## src/rtl/uart_param_duplex.sv

```systemverilog
// -----------------------------------------------------------------------------
// uart_param_duplex
// Parametrised full-duplex UART. The baud divisor, data width, parity mode and
// stop-bit count are set by parameters. TX and RX are independent state
// machines that share one clock. The receiver reports parity and framing
// errors together with each received word.
//
// Optional build macro: UART_LOOPBACK_EN
//   When defined, the module gains a `loopback` input. With loopback=1 the RX
//   synchroniser is fed from the internal TX line and the tx_serial pin is held
//   high. Change loopback only while both FSMs are idle.
//
// Ports:
//   clk            system clock; all logic runs on the rising edge
//   reset          asynchronous reset, active high
//   loopback       (UART_LOOPBACK_EN only) routes TX internally to RX
//   rx_serial      serial receive line; idles high
//   tx_serial      serial transmit line; idles high
//   tx_start       transmit request; sampled only while TX is idle
//   tx_data        word to send; latched when the request is accepted
//   tx_active      high while a frame is on the line
//   tx_done        one-cycle pulse at the end of a frame
//   rx_dv          one-cycle pulse when a received word is valid
//   rx_data        last received word; held until the next rx_dv
//   rx_parity_err  parity mismatch on the last word
//   rx_frame_err   a stop bit of the last word was sampled low
// -----------------------------------------------------------------------------
module uart_param_duplex #(
   parameter int CLKS_PER_BIT = 16,
   parameter int DATA_BITS    = 8,
   parameter int PARITY       = 0,
   parameter int STOP_BITS    = 1
) (
   input  logic                 clk,
   input  logic                 reset,
`ifdef UART_LOOPBACK_EN
   input  logic                 loopback,
`endif
   input  logic                 rx_serial,
   output logic                 tx_serial,
   input  logic                 tx_start,
   input  logic [DATA_BITS-1:0] tx_data,
   output logic                 tx_active,
   output logic                 tx_done,
   output logic                 rx_dv,
   output logic [DATA_BITS-1:0] rx_data,
   output logic                 rx_parity_err,
   output logic                 rx_frame_err
);

   localparam int CW = $clog2(CLKS_PER_BIT);
   localparam logic [CW-1:0] BIT_END   = CW'(CLKS_PER_BIT - 1);
   localparam logic [CW-1:0] MID_END   = CW'(CLKS_PER_BIT / 2 - 1);
   localparam logic [3:0]    DATA_LAST = 4'(DATA_BITS - 1);
   localparam logic [3:0]    STOP_LAST = 4'(STOP_BITS - 1);

   typedef enum logic [2:0] {TX_IDLE, TX_START, TX_DATA, TX_PAR, TX_STOP} tx_state_t;
   typedef enum logic [2:0] {RX_IDLE, RX_START, RX_DATA, RX_PAR, RX_STOP,
                             RX_DONE, RX_BREAK} rx_state_t;

   // ---------------------------------------------------------------- TX ----
   tx_state_t            tx_state_q;
   logic [CW-1:0]        tx_cnt_q;
   logic [3:0]           tx_bit_q;
   logic [DATA_BITS-1:0] tx_shift_q;
   logic                 tx_par_q, tx_par_d;
   logic                 tx_line_q, tx_active_q, tx_done_q;

   // Odd parity is the inverted XOR of the data bits; even parity is the XOR itself.
   assign tx_par_d = (PARITY == 1) ? ~(^tx_data) : (^tx_data);

   always_ff @(posedge clk or posedge reset) begin
      if (reset) begin
         tx_state_q  <= TX_IDLE;
         tx_cnt_q    <= '0;
         tx_bit_q    <= '0;
         tx_shift_q  <= '0;
         tx_par_q    <= 1'b0;
         tx_line_q   <= 1'b1;
         tx_active_q <= 1'b0;
         tx_done_q   <= 1'b0;
      end else begin
         tx_done_q <= 1'b0;
         if (tx_state_q == TX_IDLE) begin
            if (tx_start) begin
               tx_shift_q  <= tx_data;
               tx_par_q    <= tx_par_d;
               tx_cnt_q    <= '0;
               tx_line_q   <= 1'b0;
               tx_active_q <= 1'b1;
               tx_state_q  <= TX_START;
            end
         end else if (tx_cnt_q != BIT_END) begin
            tx_cnt_q <= tx_cnt_q + 1'b1;
         end else begin
            tx_cnt_q <= '0;
            case (tx_state_q)
               TX_START: begin
                  tx_line_q  <= tx_shift_q[0];
                  tx_bit_q   <= '0;
                  tx_state_q <= TX_DATA;
               end
               TX_DATA: begin
                  if (tx_bit_q != DATA_LAST) begin
                     // Bit 1 of the shifter is the next bit to go out.
                     tx_bit_q   <= tx_bit_q + 1'b1;
                     tx_shift_q <= tx_shift_q >> 1;
                     tx_line_q  <= tx_shift_q[1];
                  end else begin
                     tx_bit_q <= '0;
                     if (PARITY != 0) begin
                        tx_line_q  <= tx_par_q;
                        tx_state_q <= TX_PAR;
                     end else begin
                        tx_line_q  <= 1'b1;
                        tx_state_q <= TX_STOP;
                     end
                  end
               end
               TX_PAR: begin
                  tx_line_q  <= 1'b1;
                  tx_state_q <= TX_STOP;
               end
               TX_STOP: begin
                  if (tx_bit_q != STOP_LAST) begin
                     tx_bit_q <= tx_bit_q + 1'b1;
                  end else begin
                     // The done cycle is already IDLE, so a request in it starts the next frame.
                     tx_active_q <= 1'b0;
                     tx_done_q   <= 1'b1;
                     tx_state_q  <= TX_IDLE;
                  end
               end
               default: tx_state_q <= TX_IDLE;
            endcase
         end
      end
   end

   assign tx_active = tx_active_q;
   assign tx_done   = tx_done_q;

   // ---------------------------------------------------------------- RX ----
   logic                 rx_in;
   logic [1:0]           sync_q;
   logic                 rx_s;
   rx_state_t            rx_state_q;
   logic [CW-1:0]        rx_cnt_q;
   logic [3:0]           rx_bit_q;
   logic [DATA_BITS-1:0] rx_shift_q, rx_data_q;
   logic                 rx_par_q, rx_ferr_q;
   logic                 rx_dv_q, rx_parity_err_q, rx_frame_err_q;
   logic                 rx_par_err_d;

`ifdef UART_LOOPBACK_EN
   assign rx_in     = loopback ? tx_line_q : rx_serial;
   assign tx_serial = loopback ? 1'b1 : tx_line_q;
`else
   assign rx_in     = rx_serial;
   assign tx_serial = tx_line_q;
`endif

   assign rx_s = sync_q[1];

   assign rx_par_err_d = (PARITY != 0) &&
                         (rx_par_q != ((PARITY == 1) ? ~(^rx_shift_q) : (^rx_shift_q)));

   always_ff @(posedge clk or posedge reset) begin
      if (reset) begin
         // The synchroniser resets to the idle level so reset release is not seen as a start bit.
         sync_q          <= 2'b11;
         rx_state_q      <= RX_IDLE;
         rx_cnt_q        <= '0;
         rx_bit_q        <= '0;
         rx_shift_q      <= '0;
         rx_par_q        <= 1'b0;
         rx_ferr_q       <= 1'b0;
         rx_dv_q         <= 1'b0;
         rx_data_q       <= '0;
         rx_parity_err_q <= 1'b0;
         rx_frame_err_q  <= 1'b0;
      end else begin
         sync_q  <= {sync_q[0], rx_in};
         rx_dv_q <= 1'b0;
         case (rx_state_q)
            RX_IDLE: begin
               if (!rx_s) begin
                  rx_cnt_q   <= '0;
                  rx_state_q <= RX_START;
               end
            end
            RX_START: begin
               if (rx_cnt_q != MID_END) begin
                  rx_cnt_q <= rx_cnt_q + 1'b1;
               end else begin
                  // A high level at the start mid-point is a glitch, not a start bit.
                  rx_cnt_q   <= '0;
                  rx_bit_q   <= '0;
                  rx_state_q <= rx_s ? RX_IDLE : RX_DATA;
               end
            end
            RX_DATA, RX_PAR, RX_STOP: begin
               if (rx_cnt_q != BIT_END) begin
                  rx_cnt_q <= rx_cnt_q + 1'b1;
               end else begin
                  rx_cnt_q <= '0;
                  if (rx_state_q == RX_DATA) begin
                     rx_shift_q <= {rx_s, rx_shift_q[DATA_BITS-1:1]};
                     if (rx_bit_q != DATA_LAST) begin
                        rx_bit_q <= rx_bit_q + 1'b1;
                     end else begin
                        rx_bit_q   <= '0;
                        rx_ferr_q  <= 1'b0;
                        rx_state_q <= (PARITY != 0) ? RX_PAR : RX_STOP;
                     end
                  end else if (rx_state_q == RX_PAR) begin
                     rx_par_q   <= rx_s;
                     rx_state_q <= RX_STOP;
                  end else if (rx_bit_q != STOP_LAST) begin
                     rx_bit_q  <= rx_bit_q + 1'b1;
                     rx_ferr_q <= ~rx_s;
                  end else begin
                     // The word is delivered at the mid-point of the last stop bit.
                     rx_dv_q         <= 1'b1;
                     rx_data_q       <= rx_shift_q;
                     rx_parity_err_q <= rx_par_err_d;
                     rx_frame_err_q  <= rx_ferr_q | ~rx_s;
                     rx_state_q      <= RX_DONE;
                  end
               end
            end
            RX_DONE: begin
               // Low after a good stop bit is the next start edge; low after a bad one is a break.
               if (rx_s) begin
                  rx_state_q <= RX_IDLE;
               end else if (rx_frame_err_q) begin
                  rx_state_q <= RX_BREAK;
               end else begin
                  rx_cnt_q   <= '0;
                  rx_state_q <= RX_START;
               end
            end
            RX_BREAK: begin
               if (rx_s) rx_state_q <= RX_IDLE;
            end
            default: rx_state_q <= RX_IDLE;
         endcase
      end
   end

   assign rx_dv         = rx_dv_q;
   assign rx_data       = rx_data_q;
   assign rx_parity_err = rx_parity_err_q;
   assign rx_frame_err  = rx_frame_err_q;

endmodule

```

## config.mk

```make
export PLATFORM = sky130hd
export DESIGN_NAME = uart_param_duplex
export DESIGN_NICKNAME = d
export VERILOG_FILES = /design/src/rtl/uart_param_duplex.sv
export SDC_FILE = /design/constraint.sdc
export NUM_CORES = 1
export LEC_CHECK = 0
export BUFFER_PORTS_ARGS = -buffer_cell sky130_fd_sc_hd__buf_4
export CAP_MARGIN = 0
export CORE_MARGIN = 3
export CORE_UTILIZATION = 50
export DETAILED_ROUTE_END_ITERATION = 10
export PLACE_DENSITY = 0.69
export SYNTH_ARGS = -nofsm -noshare
export SYNTH_HDL_FRONTEND = slang
export SYNTH_SLANG_ARGS = --single-unit
```

## constraint.sdc

```tcl
create_clock -name clk -period 1.8 [get_ports clk]
set_clock_uncertainty 0.05 [all_clocks]
set_input_delay 0.18 -clock clk [delete_from_list [all_inputs] [get_ports clk]]
set_output_delay 0.18 -clock clk [all_outputs]
set_load 0.005 [all_outputs]
```

==> impl_metrics.tcl <==
set metrics [dict create \
    hold_path.class "primary input to flop" \
    grt_pass1_wl_mm 8.99 \
    drive_gt1_share_pct 27.4 \
    cts_sinks 54 \
    power_density_nw_per_um2 1260 \
    criticalPathCategory "flop to flop" \
    cts_inserted_buffers 5 \
    cp_common_cell "a211o_1" \
    core_um2 5270 \
    rsz0062_at_grt "true" \
    num_rows 26 \
    cts_root_buf "clkbuf_8" \
    finalMaxSlewViolations 0 \
    final_cell_count_no_fill 391 \
    yosys_warnings 0 \
    yosys.cell_types.count 52 \
    grt_pass1_vias 1995 \
    cp.arrival_ns 1.89 \
    grt-ovfl-total 0 \
    syn_to_final_growth_pct 17.9 \
    multi_input_area_um2 1320 \
    die_y_um 80.8 \
    finalWeightedCongestion 0.839 \
    drcViolationCount 0 \
    wl_per_cell_um 13.1 \
    die_area_um2 6520 \
    p_leak_nw 1.59 \
    synth_top_area_share_pct 45.7 \
    drv_cap 0 \
    vias 2078 \
    pre_cts_ws_ns 0.0406 \
    synth_edf_count 0 \
    synth_fp_nets 296 \
    synthTopCellsByArea "dfrtp_1, mux2_2, nand2_1" \
    avgSynthCellArea_um2 10.1 \
    insertion_delay_ns 0.31 \
    final_nets 338 \
    hold_depth 3 \
    reg2regPathDepth 5 \
    synth_seq_cells 54 \
    synth_top_area_cell "dfrtp_1" \
    routed_via_density 5.31 \
    final_util_pct 62.5 \
    placed_cells 381 \
    hpwlAfterDp_mm 3.72 \
    portBuffers 24 \
    worst_slack_ns 0.0589 \
    irDropWorstVdd_uv 642 \
    whs_ns 0.0394 \
    antenna_left 0 \
    ys.flop_type "dfrtp_1" \
    intPower_w 0.00262 \
    finalWirelength_mm 5.14 \
    cp_slowest_cell "dfrtp_1" \
    startpoint_type "flop" \
    setup_viol 0 \
    tns_ns 0 \
    netlist_area_um2 2800 \
    crit_fanout 11 \
    h-tree-depth 2 \
    drtIter0Drc 89 \
    post-route-period-util_pct 96.7 \
    pwr-share-clk_pct 17.4 \
    required_ns 1.95 \
    p_seq_share_pct 41.6 \
    ios 26 \
    max_freq_mhz 574 \
    cts_setup_buffers 0 \
    synthArstFlopShare_pct 100 \
    seq_area_um2 1360 \
    syn_inst 278 \
    path_cells "nor3b_2, o21a_1, a211o_1, and3_1, a211o_1" \
    antenna-diode-count 0 \
    start_util_pct 53.0 \
    cts_buffer_depth 2 \
    p_sw_share_pct 36.9 \
    fillers 469 \
    antenna_found_initial 0 \
    pwr-share-comb_pct 41.1 \
    min_period_ns 1.74 \
    die_x_um 80.8 \
    finalHoldViolations 0 \
    grt_start_max_net_pins 55 \
    yosysSeqAreaShare_pct 48.5 \
    slowest_delay_ns 0.50 \
    grt_usage_pct 17.7 \
    endpoint_kind "flop" \
    cts.clk_slew.worst_paths_ns 0.10 \
    status "complete, no violations" \
    tritoncts "built" \
    p_sw_w 0.00153 \
    dr.pass1.iters 4 \
]
per-layer routing:
metal	vias to the layer above	global-route usage (%)	part of all wire, %	routed length, µm
met5	-	0	0	0
met4	0	7.60	1.3	66
met3	5	2.66	2.7	139
met2	35	28.7	49	2530
met1	990	23.5	47	2400
li1	1048	-	-	-
registers in the layout, indices dropped and copies added (netlist names), 3 cells and up:
register	cells
tx_cnt_q	4
tx_shift_q	8
tx_bit_q	4
rx_bit_q	4
rx_state_q	3
rx_cnt_q	4
rx_shift_q	8
rx_data	8
tx_state_q	3
what timing repair did:
action                                  in CTS  in global routing
endpoints found under the setup margin       0                  9
hold endpoints to repair                    52                  0
hold buffers                                 2                  0
resized for setup                            0                  2
cells in the mapped netlist (2+ instances only):
master    number
a31oi_1        9
and2_1         2
dfrtp_1       51
a21o_1         5
nand3b_1       2
xnor2_1        2
nand2_1       35
buf_2          6
o21ai_0       18
ha_1           6
inv_1         10
a21oi_1       10
mux2_2        16
buf_4          2
nand2_2        2
mux2i_1        4
buf_6          3
clkbuf_1       3
o21a_1         2
nor2b_1        7
dfstp_2        3
nand3_1       11
nor2_1        20
o31ai_1        3
a22o_1         3
o41ai_1        2
a211o_1        3
nor3b_2        2
nand2b_1       8
nor3_1         4
and3_1         3
through the flow:
stage                     instance area (µm²)  total power (W)
after global routing                     3290          0.00450
after detailed placement                 3170          0.00345
final                                    3290          0.00415
after floorplan                          2800          0.00293
after global placement                   3170          0.00342
after CTS                                3290          0.00418
power groups by stage:
| stage | combinational, W | sequential [W] | clock [W] |
|---|---|---|---|
| global placement | 0.00168 | 0.00174 | 0 |
| detailed placement | 0.00170 | 0.00175 | 0 |
| finish | 0.00170 | 0.00172 | 0.000721 |
| global route | 0.00195 | 0.00177 | 0.000785 |
| floorplan | 0.00124 | 0.00170 | 0 |
| CTS | 0.00171 | 0.00172 | 0.000746 |
cell usage in the layout, fill, tap and decap left out, drive strengths merged, types with 2 or more instances in the layout:
cell type    count
and2             2
nor3b            3
a21oi           10
dlygate4sd3      2
nor2            20
xnor2            3
a21o             5
a22o             3
nor3             6
dfrtp           51
inv             11
o31ai            3
mux2i            4
buf             47
nand2           37
a211o            3
nand3b           2
mux2            17
nor2b            7
o41ai            2
dfstp            3
o21ai           19
ha               6
nand2b           8
clkbuf           6
nand3           12
and3             3
or2              2
a31oi            9
o21a             2
final timing paths:
| path | from | end | slack (ns) |
|---|---|---|---|
| min reg2reg | sync_q[0]$_DFF_PP1_ | sync_q[1]$_DFF_PP1_ | 0.31 |
| max reg2reg | rx_state_q[1]$_DFFE_PP0P_ | rx_bit_q[3]$_DFFE_PP0P_ | 0.06 |
| max in group asynchronous | reset | tx_serial$_DFFE_PP1P_ | 0.98 |
| min in group asynchronous | reset | rx_cnt_q[3]$_DFFE_PP0P_ | 0.44 |
| max | rx_state_q[1]$_DFFE_PP0P_ | rx_bit_q[3]$_DFFE_PP0P_ | 0.06 |
| min | tx_data[7] | tx_shift_q[7]$_DFFE_PP0P_ | 0.04 |
cell type report:
class                           instances  share of cell area [%]
Sequential cell                        54                    41.1
Multi-Input combinational cell        200                    40.0
Timing Repair Buffer                   49                    12.1
Tap cell                               70                    2.66
Clock buffer                            6                    2.51
Inverter                               10                    1.14
Clock inverter                          2                   0.494
critical path, delay by kind of cell, from the launching register on:
kind / cells / cell delay [ns]
AO/OA/AOI/OAI: 3 / 0.69
flip-flops: 1 / 0.50
AND/OR/NAND/NOR: 2 / 0.39
kinds of logic after synthesis:
logic type      count (synthesis)  share of synthesized area [%]
simple gates                  107                           19.8
compound gates                 61                           14.5
flops                          54                           48.5
buf+inv                        24                           4.57
mux                            21                           8.28
fa+ha+maj                       6                           2.69
xor+xnor                        4                           1.52
other cells                     1                          0.134
Note: power is estimated with default switching activity, not from simulation.
